## src/rtl/fft_result_reader.sv

```systemverilog
// Unloads a finished FFT frame from the result RAM and streams the bins on valid/ready.
// Define FFT_READER_BITREV_EN to read the RAM in bit-reversed address order.
module fft_result_reader #(
   parameter int unsigned N      = 512,
   parameter int unsigned L_max  = 9,
   parameter int unsigned DW     = 24,
   parameter int unsigned RD_LAT = 1
) (
   input  logic             clk,
   input  logic             rst,
   input  logic             fft_finish,
   output logic [L_max-1:0] read_addr,
   input  logic [DW-1:0]    dataout_re,
   input  logic [DW-1:0]    dataout_im,
   output logic             out_valid,
   input  logic             out_ready,
   output logic [DW-1:0]    out_re,
   output logic [DW-1:0]    out_im,
   output logic [L_max-1:0] out_index,
   output logic             out_last,
   output logic             busy,
   output logic             done
);

   localparam int unsigned      Depth   = 4;
   localparam logic [L_max-1:0] LastIdx = L_max'(N - 1);

   typedef enum logic [1:0] {StIdle, StRead, StDrain} state_e;

   state_e            state_q, state_d;
   logic              fin_q;
   logic [L_max-1:0]  cnt_q, cnt_d;
   logic              iss_vld_q, iss_vld_d;
   logic [L_max-1:0]  iss_idx_q, iss_idx_d;
   logic [RD_LAT-1:0] tag_vld_q, tag_vld_d;
   logic [L_max-1:0]  tag_idx_q [RD_LAT];
   logic [L_max-1:0]  tag_idx_d [RD_LAT];
   logic [DW-1:0]     fifo_re_q [Depth];
   logic [DW-1:0]     fifo_re_d [Depth];
   logic [DW-1:0]     fifo_im_q [Depth];
   logic [DW-1:0]     fifo_im_d [Depth];
   logic [L_max-1:0]  fifo_idx_q [Depth];
   logic [L_max-1:0]  fifo_idx_d [Depth];
   logic [1:0]        wr_ptr_q, wr_ptr_d;
   logic [1:0]        rd_ptr_q, rd_ptr_d;
   logic [2:0]        count_q, count_d;
   logic              done_q, done_d;

   logic              push, pop;
   logic [2:0]        inflight;
   logic [3:0]        occ;

   function automatic logic [L_max-1:0] map_addr(input logic [L_max-1:0] a);
      logic [L_max-1:0] r;
`ifdef FFT_READER_BITREV_EN
      for (int i = 0; i < L_max; i++) r[i] = a[L_max-1-i];
`else
      r = a;
`endif
      return r;
   endfunction

   assign read_addr = map_addr(iss_idx_q);
   assign out_valid = (count_q != 3'd0);
   assign out_re    = fifo_re_q[rd_ptr_q];
   assign out_im    = fifo_im_q[rd_ptr_q];
   assign out_index = fifo_idx_q[rd_ptr_q];
   assign out_last  = out_valid && (fifo_idx_q[rd_ptr_q] == LastIdx);
   assign busy      = (state_q != StIdle);
   assign done      = done_q;

   always_comb begin
      state_d    = state_q;
      cnt_d      = cnt_q;
      iss_vld_d  = 1'b0;
      iss_idx_d  = iss_idx_q;
      tag_vld_d  = tag_vld_q;
      tag_idx_d  = tag_idx_q;
      fifo_re_d  = fifo_re_q;
      fifo_im_d  = fifo_im_q;
      fifo_idx_d = fifo_idx_q;
      wr_ptr_d   = wr_ptr_q;
      rd_ptr_d   = rd_ptr_q;
      done_d     = 1'b0;

      push = tag_vld_q[RD_LAT-1];
      pop  = out_valid && out_ready;

      // Reads already issued will land in the FIFO; a slot freed by this cycle's pop is reusable.
      inflight = {2'b00, iss_vld_q};
      for (int i = 0; i < RD_LAT; i++) inflight = inflight + {2'b00, tag_vld_q[i]};
      occ = {1'b0, inflight} + {1'b0, count_q} - {3'b000, pop};

      tag_vld_d[0] = iss_vld_q;
      tag_idx_d[0] = iss_idx_q;
      for (int i = 1; i < RD_LAT; i++) begin
         tag_vld_d[i] = tag_vld_q[i-1];
         tag_idx_d[i] = tag_idx_q[i-1];
      end

      if (push) begin
         fifo_re_d[wr_ptr_q]  = dataout_re;
         fifo_im_d[wr_ptr_q]  = dataout_im;
         fifo_idx_d[wr_ptr_q] = tag_idx_q[RD_LAT-1];
         wr_ptr_d             = wr_ptr_q + 2'd1;
      end
      if (pop) rd_ptr_d = rd_ptr_q + 2'd1;
      count_d = count_q + {2'b00, push} - {2'b00, pop};

      unique case (state_q)
         StIdle: begin
            if (fft_finish && !fin_q) begin
               state_d = StRead;
               cnt_d   = '0;
            end
         end
         StRead: begin
            if (occ < 4'(Depth)) begin
               iss_vld_d = 1'b1;
               iss_idx_d = cnt_q;
               if (cnt_q == LastIdx) state_d = StDrain;
               else                  cnt_d   = cnt_q + L_max'(1);
            end
         end
         StDrain: begin
            if (pop && (fifo_idx_q[rd_ptr_q] == LastIdx)) begin
               state_d = StIdle;
               done_d  = 1'b1;
            end
         end
         default: state_d = StIdle;
      endcase
   end

   always_ff @(posedge clk or negedge rst) begin
      if (!rst) begin
         state_q   <= StIdle;
         fin_q     <= 1'b0;
         cnt_q     <= '0;
         iss_vld_q <= 1'b0;
         iss_idx_q <= '0;
         tag_vld_q <= '0;
         for (int i = 0; i < RD_LAT; i++) tag_idx_q[i] <= '0;
         for (int i = 0; i < Depth; i++) begin
            fifo_re_q[i]  <= '0;
            fifo_im_q[i]  <= '0;
            fifo_idx_q[i] <= '0;
         end
         wr_ptr_q  <= '0;
         rd_ptr_q  <= '0;
         count_q   <= '0;
         done_q    <= 1'b0;
      end else begin
         state_q    <= state_d;
         fin_q      <= fft_finish;
         cnt_q      <= cnt_d;
         iss_vld_q  <= iss_vld_d;
         iss_idx_q  <= iss_idx_d;
         tag_vld_q  <= tag_vld_d;
         tag_idx_q  <= tag_idx_d;
         fifo_re_q  <= fifo_re_d;
         fifo_im_q  <= fifo_im_d;
         fifo_idx_q <= fifo_idx_d;
         wr_ptr_q   <= wr_ptr_d;
         rd_ptr_q   <= rd_ptr_d;
         count_q    <= count_d;
         done_q     <= done_d;
      end
   end

endmodule

```

## config.mk

```make
export PLATFORM = sky130hd
export DESIGN_NAME = fft_result_reader
export DESIGN_NICKNAME = d
export VERILOG_FILES = /design/src/rtl/fft_result_reader.sv
export SDC_FILE = /design/constraint.sdc
export NUM_CORES = 1
export LEC_CHECK = 0
export ABC_AREA = 1
export ABC_CLOCK_PERIOD_IN_PS = 2600
export BUFFER_PORTS_ARGS = -buffer_cell sky130_fd_sc_hd__buf_2
export CORE_AREA = 2 2 164 166
export DETAILED_ROUTE_END_ITERATION = 12
export DIE_AREA = 0 0 166 168
export GPL_ROUTABILITY_DRIVEN = 0
export HOLD_SLACK_MARGIN = 0.08
export PLACE_DENSITY = 0.66
export SLEW_MARGIN = 25
export SYNTH_ARGS = -nofsm -noshare
export SYNTH_HDL_FRONTEND = slang
export SYNTH_SLANG_ARGS = --single-unit
```

## constraint.sdc

```tcl
create_clock -name clk -period 2.6 [get_ports clk]
set_clock_uncertainty 0.2 [all_clocks]
set_input_delay 0.52 -clock clk [delete_from_list [all_inputs] [get_ports clk]]
set_output_delay 0.52 -clock clk [all_outputs]
set_load 0.01 [all_outputs]
```

==> flow_summary.toml <==
[logic_synthesis]
synth_cells = 1343
ys_types = 29
synth_edf_count = 0
yosys-top-cells-count = "nand2_1, o21ai_0, dfrtp_1"
postSynth.topFlopCell = "dfrtp_1"
syn_avg_cell_area_sq_um = 8.68
yosysSeqAreaShare = 0.575
yosysTopAreaCellShare = 0.575
ys_async_sr_fraction = 1.00
synthMostInstantiatedCell = "nand2_1"
synth_fp_nets = 1406
ys_ff_latch = 268
synth_area_leader_cell = "dfrtp_1"
synthTopCellsByArea = "dfrtp_1, o21ai_0, nand2_1, nor2_1, inv_1"
synth_area_sq_um = 11700
ys_warn_count = 0

[cells_and_area]
antenna_cells = 0
finalNetCount = 1521
area_growth_pct = 20.5
drive_gt1_frac = 0.163
fin_util = 0.533
fin_area_sq_um = 14100

[critical_path]
r2r_cells = 15
worst-endpoint-required_ns = 1.88
r2r-start = "count_q[2]"
cp_max_fo = 8
reg2reg_setup_slack_ns = 0.25
crit_type = "reg -> out"
crit_chain = "buf_6 -> o21ai_1 -> nand2_1 -> nand2_2 -> nand2_2 -> nor4_4 -> buf_2"
arrival_ns = 2.10
start_kind = "flip-flop"
crit_top_cell = "nand2_2"
cp_slowest_stage_delay_ns = 0.57
slowest_stage = "dfrtp_4"
cp-end-kind = "output port"
timing.rr.end = "cnt_q[6]"

[flow_run]
maxCapViolCount = 0

[status]
violations = "setup timing"
status = "complete, but fails checks"

[timing]
tns_ns = -3.43
setup_viol = 47
hold_viol = 0
fin_crit_ns = 2.82
slew_violations = 0
rsz0062_at_grt = "yes"
tightestPinTransition_ns = 0.536
fin_hold_ws_ns = 0.0919
worst_slack_ns = -0.223
slew_headroom = 0.643
fin_crit_sh = 1.09
max_freq_ghz = 0.354

[detailed_routing]
wl_per_cell_microns = 15.3
drt-met1-wl_microns = 13000
dr.pass1.iters = 5
via_per_inst = 5.17
highest_layer = "met4"
finalWirelength_microns = 27900
wl_met2_microns = 13000
drtIter0Drc = 661
routed-via-count = 9414
drcViolationCount = 0
ant_nets = 0
wl_met3_microns = 1510

[clock_tree]
clk_pin_slew_worst_paths_ns = 0.06
clockBufferDepth = 3
h-tree-depth = 1
cts_buffers = 30
cts_tree = "done"
clk_latency_ns = 0.54
cts-root-buf = "clkbuf_16"
cts.sinks = 268

[die]
start_util = 0.443
ios = 122
fp.dieW_microns = 166
die_h_microns = 168
row_count = 60
core_sq_um = 26400
die_area_sq_um = 27900

[power]
sw_frac_of_total = 0.371
p_seq_frac = 0.377
internal-power_uw = 11400
powerDensity_nw_per_um2 = 1290
pwr-share-comb = 0.380
irDropWorstVdd_mv = 0.694
total_leakage_power_uw = 0.00696
pwr-share-clk = 0.242
switchingPower_uw = 6740

[global_route]
grt_usage = 0.196
grt_pass1_vias = 9073
grt_overflow_total = 0
antenna_found_initial = 0
grt_pass1_wl_microns = 45700
grt_max_degree = 77

[placement]
post-dp-hpwl_microns = 16900
port_buffers = 121
place_ws_ns = 0.130
dpl_cell_area_sq_um = 12700

[hold_path]
min_to = "fifo_im_q[0]"
hold_start = "dataout_im[0]"
hold_path_class = "in -> reg"
holdPathStages = 3
## metrics by stage
step	cells	total power [uW]
floorplan	1343	11100
global placement	1748	13200
detailed placement	1748	13400
CTS	1817	18000
global route	1822	19500
finish	1822	18200
## power by group through the flow
stage / logic, uW / registers [uW] / clock network, uW
6_report: 6900 / 6860 / 4400
5_1_grt: 7790 / 7080 / 4670
4_1_cts: 6710 / 6820 / 4500
3_5_place_dp: 6430 / 6920 / 0
3_3_place_gp: 6290 / 6870 / 0
2_1_floorplan: 4470 / 6590 / 0
## cells by family after synthesis
logic type / after synthesis / synth area share
flops: 268 / 0.575
xor+xnor: 10 / 0.00751
fa+ha+maj: 11 / 0.0124
buf+inv: 180 / 0.0671
simple gates: 483 / 0.162
compound gates: 391 / 0.176
## state kept, by name, indices dropped and copies added (netlist names)
register,cells
tag_idx_q,9
push,1
fin_q,1
rd_ptr_q,2
fifo_idx_q,36
read_addr,9
count_q,3
iss_vld_q,1
state_q,2
done,1
fifo_re_q,96
fifo_im_q,96
cnt_q,9
wr_ptr_q,2
## cells in the final DEF, fill, tap and decap left out, types with 2 or more instances in the layout
cell type        n
a21oi_1          3
buf_12          12
buf_16           2
buf_2          119
buf_4           26
buf_8            2
bufinv_16        5
clkbuf_1         7
clkbuf_16       33
clkbuf_8         3
clkinv_2         7
dfrtp_1        266
dlygate4sd3_1    7
ha_1            10
inv_1           88
inv_8            2
nand2_1        322
nand2_2          5
nand2_4          4
nand3_1         15
nand4_1         11
nor2_1         118
nor2_2           2
o211ai_1         3
o21ai_0        316
o21ai_1         15
o21ai_2          6
o22ai_1         46
o22ai_2          2
xnor2_1          3
xor2_1           7
## layout make-up
| class | instances | area [sq um] |
|---|---|---|
| Clock buffer | 41 | 843 |
| Clock inverter | 14 | 205 |
| Fill cell | 2452 | 12300 |
| Inverter | 91 | 357 |
| Multi-Input combinational cell | 895 | 4250 |
| Sequential cell | 268 | 6710 |
| Tap cell | 341 | 427 |
| Timing Repair Buffer | 171 | 1250 |
| Timing Repair inverter | 1 | 11.3 |
## worst max path at each step
stage                              end        start  slack [ns]  cells after the start
after floorplan           read_addr[7]   count_q[1]        0.43                     14
after global placement        out_last  rd_ptr_q[0]        0.18                      8
after detailed placement      cnt_q[6]   count_q[1]        0.13                     15
after CTS                     out_last  rd_ptr_q[0]       -0.23                      7
after global routing          out_last  rd_ptr_q[0]       -0.29                      8
final                         out_last  rd_ptr_q[0]       -0.22                      7
## layer usage
metal / up-vias / global-route usage
met4: 0 / 0.0427
li1: 4638 / -
met3: 35 / 0.0301
met1: 4511 / 0.273
met2: 230 / 0.327
met5: - / 0
## what timing repair did
item / CTS / global route
endpoints found under the hold margin: 53 / 0
resized for setup: 11 / 20
setup buffers: 7 / 2
gates cloned: 0 / 3
hold buffers: 7 / 0
endpoints found under the setup margin: 47 / 57
## worst max-delay path, delay by kind of cell (launching register included)
kind | cells | cell delay, ns
compound gates | 1 | 0.12
buf+inv | 2 | 0.35
flops | 1 | 0.57
simple gates | 4 | 0.53
(Power assumes the default switching activity.)
